## config.mk

```make
export PLATFORM = sky130hd
export DESIGN_NAME = mem_sweep_ctrl
export DESIGN_NICKNAME = d
export VERILOG_FILES = /design/src/rtl/mem_sweep_pkg.sv /design/src/rtl/sweep_addr_cnt.sv /design/src/rtl/mem_sweep_ctrl.sv
export SDC_FILE = /design/constraint.sdc
export NUM_CORES = 1
export LEC_CHECK = 0
export CORE_ASPECT_RATIO = 1.75
export CORE_MARGIN = 2
export CORE_UTILIZATION = 50
export DETAILED_ROUTE_END_ITERATION = 6
export PLACE_DENSITY_LB_ADDON = 0.08
export REMOVE_ABC_BUFFERS = 1
export SETUP_SLACK_MARGIN = 0.3
export SKIP_CTS_REPAIR_TIMING = 1
export SYNTH_ARGS = -nofsm -noshare
export SYNTH_HDL_FRONTEND = slang
export SYNTH_SLANG_ARGS = --single-unit
```

## constraint.sdc

```tcl
create_clock -name clk -period 2.8 [get_ports clk]
set_clock_uncertainty 0.15 [all_clocks]
set_input_delay 0.42 -clock clk [delete_from_list [all_inputs] [get_ports clk]]
set_output_delay 0.42 -clock clk [all_outputs]
set_load 0.03 [all_outputs]
```

## src/rtl/mem_sweep_pkg.sv

```systemverilog
// Shared types and helpers for the memory sweep controller.
package mem_sweep_pkg;

  typedef enum logic [2:0] {
    IDLE,
    WRITE,
    READ,
    DRAIN,
    DONE
  } state_t;

  localparam int PAT_MAX = 64;

  // Error counter is one bit wider than the address so a full sweep of
  // 2**ADDR_WIDTH mismatches is representable without wrapping.
  function automatic int err_width(input int addr_width);
    return addr_width + 1;
  endfunction

  function automatic logic [PAT_MAX-1:0] expected(input logic [PAT_MAX-1:0] seed,
                                                  input logic [PAT_MAX-1:0] addr);
    return seed ^ addr;
  endfunction

endpackage

```

## src/rtl/sweep_addr_cnt.sv

```systemverilog
// Sweep address counter: counts 0..DEPTH-1, self-clears after the terminal count.
module sweep_addr_cnt #(
  parameter int ADDR_WIDTH = 7,
  parameter int DEPTH      = 100
) (
  input  logic                  clk,
  input  logic                  rst_n,
  input  logic                  clr,
  input  logic                  inc_en,
  output logic [ADDR_WIDTH-1:0] cnt,
  output logic                  last
);

  localparam logic [ADDR_WIDTH-1:0] LAST_ADDR = ADDR_WIDTH'(DEPTH - 1);

  assign last = (cnt == LAST_ADDR);

  always_ff @(posedge clk or negedge rst_n) begin
    if (!rst_n) begin
      cnt <= '0;
    end else if (clr) begin
      cnt <= '0;
    end else if (inc_en) begin
      cnt <= last ? '0 : cnt + 1'b1;
    end
  end

endmodule

```

## src/rtl/mem_sweep_ctrl.sv

```systemverilog
// Write-then-read-back memory sweep controller with a one-stage compare pipeline.
module mem_sweep_ctrl
  import mem_sweep_pkg::*;
#(
  parameter int ADDR_WIDTH = 7,
  parameter int DEPTH      = 100,
  parameter int DATA_WIDTH = 8
) (
  input  logic                  clk,
  input  logic                  rst_n,
  input  logic                  start_i,
  input  logic [DATA_WIDTH-1:0] seed_i,
  input  logic                  hold_i,
  output logic                  mem_en_o,
  output logic                  mem_we_o,
  output logic [ADDR_WIDTH-1:0] mem_addr_o,
  output logic [DATA_WIDTH-1:0] mem_wdata_o,
  input  logic [DATA_WIDTH-1:0] mem_rdata_i,
  output logic                  busy_o,
  output logic                  done_o,
  output logic                  pass_o,
  output logic [ADDR_WIDTH:0]   err_cnt_o,
  output logic [ADDR_WIDTH-1:0] first_err_addr_o
);

  localparam int EW = err_width(ADDR_WIDTH);

  state_t                  state;
  logic [DATA_WIDTH-1:0]   seed;
  logic [ADDR_WIDTH-1:0]   cnt;
  logic                    last;
  logic                    rd_valid;
  logic [ADDR_WIDTH-1:0]   rd_addr;
  logic                    access;
  logic                    step;
  logic                    mismatch;
  logic [DATA_WIDTH-1:0]   cnt_pat;
  logic [DATA_WIDTH-1:0]   rd_pat;
  logic [EW-1:0]           err_next;

  function automatic logic [DATA_WIDTH-1:0] pat(input logic [DATA_WIDTH-1:0] s,
                                                input logic [ADDR_WIDTH-1:0] a);
    return DATA_WIDTH'(expected(PAT_MAX'(s), PAT_MAX'(a)));
  endfunction

  assign access      = (state == WRITE) || (state == READ);
  assign step        = access && !hold_i;
  assign cnt_pat     = pat(seed, cnt);
  assign rd_pat      = pat(seed, rd_addr);

  assign mem_en_o    = step;
  assign mem_we_o    = (state == WRITE);
  assign mem_addr_o  = access ? cnt : '0;
  assign mem_wdata_o = (state == WRITE) ? cnt_pat : '0;
  assign busy_o      = access || (state == DRAIN);
  assign done_o      = (state == DONE);

  assign mismatch = rd_valid && (mem_rdata_i != rd_pat);
  assign err_next = (mismatch && !(&err_cnt_o)) ? err_cnt_o + 1'b1 : err_cnt_o;

  sweep_addr_cnt #(
    .ADDR_WIDTH(ADDR_WIDTH),
    .DEPTH     (DEPTH)
  ) u_cnt (
    .clk   (clk),
    .rst_n (rst_n),
    .clr   ((state == IDLE) && start_i),
    .inc_en(step),
    .cnt   (cnt),
    .last  (last)
  );

  always_ff @(posedge clk or negedge rst_n) begin
    if (!rst_n) begin
      state            <= IDLE;
      seed             <= '0;
      rd_valid         <= 1'b0;
      rd_addr          <= '0;
      pass_o           <= 1'b0;
      err_cnt_o        <= '0;
      first_err_addr_o <= '0;
    end else begin
      rd_valid  <= (state == READ) && !hold_i;
      rd_addr   <= cnt;
      err_cnt_o <= err_next;
      if (mismatch && (err_cnt_o == '0)) begin
        first_err_addr_o <= rd_addr;
      end
      unique case (state)
        IDLE: begin
          if (start_i) begin
            seed             <= seed_i;
            err_cnt_o        <= '0;
            first_err_addr_o <= '0;
            pass_o           <= 1'b0;
            state            <= WRITE;
          end
        end
        WRITE: if (step && last) state <= READ;
        READ:  if (step && last) state <= DRAIN;
        // The last read's compare lands here, so the verdict uses err_next.
        DRAIN: begin
          pass_o <= (err_next == '0);
          state  <= DONE;
        end
        DONE:    state <= IDLE;
        default: state <= IDLE;
      endcase
    end
  end

endmodule

```

==> flow_metrics.tcl, run 1 <==
set metrics [dict create \
    status "complete, no violations" \
    critPathLaunchType "flip-flop" \
    fin_area_mm2 0.00302 \
    antenna_cells 0 \
    synthMuxAreaShare_pct 8.05 \
    ys.warnings.count 0 \
    hpwl_um 3790 \
    synth_seq_cells 42 \
    setup_viol 0 \
    synth.most_common_cell "dfrtp_1" \
    rows 32 \
    hold_viol_final 0 \
    drive_gt1_share_pct 11.2 \
    yosys_most_used_dff "dfrtp_1" \
    clock.fmax_ghz 0.415 \
    synthSimpleGateAreaFrac_pct 21.5 \
    hold_class "in2async" \
    finalWorstSetupSlack_ns 0.388 \
    die_area_mm2 0.00518 \
    grt_util_all_layers_pct 20.9 \
    cts_root_buf "clkbuf_8" \
    cts_tree "done" \
    clock-sinks 42 \
    vias_per_cell 5.64 \
    cp.required_ns 2.23 \
    antenna_found_initial 0 \
    core_region_area_mm2 0.00440 \
    drt_pre_antenna_iters 4 \
    synth.area.top_cells "dfrtp_1, xnor3_1, nor2_1" \
    clock_latency_ns 0.29 \
    htreeDepth 2 \
    grt_max_degree 43 \
    tightest_slew_ns 0.902 \
    io_pins 55 \
    fill_cells 365 \
    power_density_mw_per_mm2 704 \
    synthArstFlopShare_pct 100 \
    fin_total_pwr_mw 2.13 \
    end_kind "output port" \
    dp.cells 321 \
    yosys.area.top_type_share_pct 45.7 \
    layout.nets 300 \
    placedInstanceArea_mm2 0.00289 \
    ant_nets 0 \
    period_share_pct 86.1 \
    drt_iter0_markers 29 \
    syn_to_final_growth_pct 31.3 \
    syn_inst 221 \
    r2r_cells 7 \
    synth_compound_area_share_pct 8.65 \
    synth_top_family_by_area "simple AND/OR/NAND/NOR gates" \
    final_core_util_pct 68.6 \
    port_buffers 54 \
    leakage_nw 1.53 \
    synthTopCellsByCount "dfrtp_1, nor2_1, xnor2_1" \
    dpl_worst_slack_ns 0.316 \
    numCtsBuffers 5 \
    grt_pass1_wl_um 8580 \
    cts_max_path_buffers 2 \
    relSlewSlack_pct 39.9 \
    synth_edf_count 0 \
    clk_pin_slew_ns 0.08 \
    chipHeight_um 93.7 \
    min_period_ns 2.41 \
    first_global_vias 1909 \
    start_util_pct 52.2 \
    routed-via-count 1850 \
    remaining_drc_errors 0 \
    die_w_um 55.3 \
    hold_ws_ns 0.106 \
    synthAdderAreaFrac_pct 1.63 \
    yosys.area.top_type "dfrtp_1" \
    wirelength_um 5140 \
    grt-ovfl-total 0 \
    grt_setup_unrepaired "true" \
    slew_violations 0 \
    max_cap_violations 0 \
    syn_area_mm2 0.00230 \
    ir_worst_vdd_uv 562 \
    worst_ep_arrival_time_ns 1.84 \
    synth-xor-area-share_pct 11.4 \
    postSynthAreaPerCell_um2 10.4 \
    path_max_fanout 9 \
    critPathKind "reg2out" \
    synth.distinct_cells 45 \
    gp_congestion 0.802 \
    final_cells 328 \
    post_drt_wl_per_cell_um 15.7 \
    setup_tns_ns 0 \
    ys_seq_area_share_pct 45.7 \
]
worst max-delay path, cell delays in order, from the launching register on:
cell and delay (ns):
dfrtp_1 0.46, nand2b_1 0.24, or2_2 0.41, nor2_1 0.14, dlymetal6s2s_1 0.31
cell type report:
class,instances,area (µm²),area share (%)
clock buffer,6,72.6,2.40
clock inverter,1,7.51,0.249
inverter,7,27.5,0.912
multi-input combinational,164,1200,39.6
sequential,42,1050,34.8
tap,51,63.8,2.11
timing repair buffer,57,601,19.9
power by group:
| part | total, mW | leakage, nW | internal [mW] | switching, mW |
|---|---|---|---|---|
| Combinational | 0.892 | 0.946 | 0.456 | 0.436 |
| Clock | 0.367 | 0.0373 | 0.171 | 0.196 |
| Sequential | 0.869 | 0.546 | 0.716 | 0.152 |
| Total | 2.13 | 1.53 | 1.34 | 0.784 |
layout by cell type, fill, tap and decap left out, drive strengths merged, types with 3 or more instances in the layout:
| master | Yosys | layout |
|---|---|---|
| nor2 | 35 | 35 |
| and2 | 9 | 9 |
| dfrtp | 42 | 42 |
| nand2 | 9 | 9 |
| and3 | 5 | 5 |
| nand3 | 10 | 10 |
| dlymetal6s2s | 0 | 17 |
| nand4 | 4 | 4 |
| inv | 6 | 6 |
| nor3 | 7 | 7 |
| or3 | 5 | 5 |
| clkdlybuf4s50 | 0 | 36 |
| ha | 3 | 3 |
| xnor3 | 7 | 7 |
| a21oi | 11 | 11 |
| xnor2 | 12 | 12 |
| mux2i | 8 | 8 |
| clkbuf | 4 | 6 |
| buf | 4 | 4 |
| o21ai | 9 | 9 |
| mux2 | 9 | 9 |
| nand2b | 3 | 3 |
final timing paths:
check                           slack, ns         start                   to
min in group clk                     0.37        pass_o               pass_o
max in group asynchronous            1.83         rst_n  first_err_addr_o[0]
worst max register to register       0.60  err_cnt_o[1]               pass_o
worst max-delay path                 0.39      state[1]       mem_wdata_o[2]
worst min-delay path                 0.11         rst_n         err_cnt_o[0]
worst min register to register       0.37        pass_o               pass_o
kinds of logic (layout without fill, tap and decap cells):
logic type / after synthesis / in the layout
and+or+nand+nor: 94 / 94
adders and majority gates: 3 / 3
buffers and inverters: 15 / 71
DFF: 42 / 42
xor gates and xnor gates: 19 / 19
AOI/OAI and AO/OA: 31 / 31
muxes: 17 / 17
state kept, by name, summed over array words and instances, names as in the netlist:
register,cells
u_cnt.cnt,7
seed,8
first_err_addr_o,7
pass_o,1
state,3
rd_addr,7
rd_valid,1
err_cnt_o,8
metal layers:
layer,wire length [µm],global-route usage (%)
met5,0,0
met4,129,8.94
met3,182,3.58
met2,2870,38.0
met1,1960,23.7
No activity file was read; power rests on OpenSTA's default activity.
==> run 2, diff against run 1 <==
GPL_ROUTABILITY_DRIVEN = 0   (was unset)
==> results of run 2 <==
Final layout, timing and power as in run 1 (identical DEF).
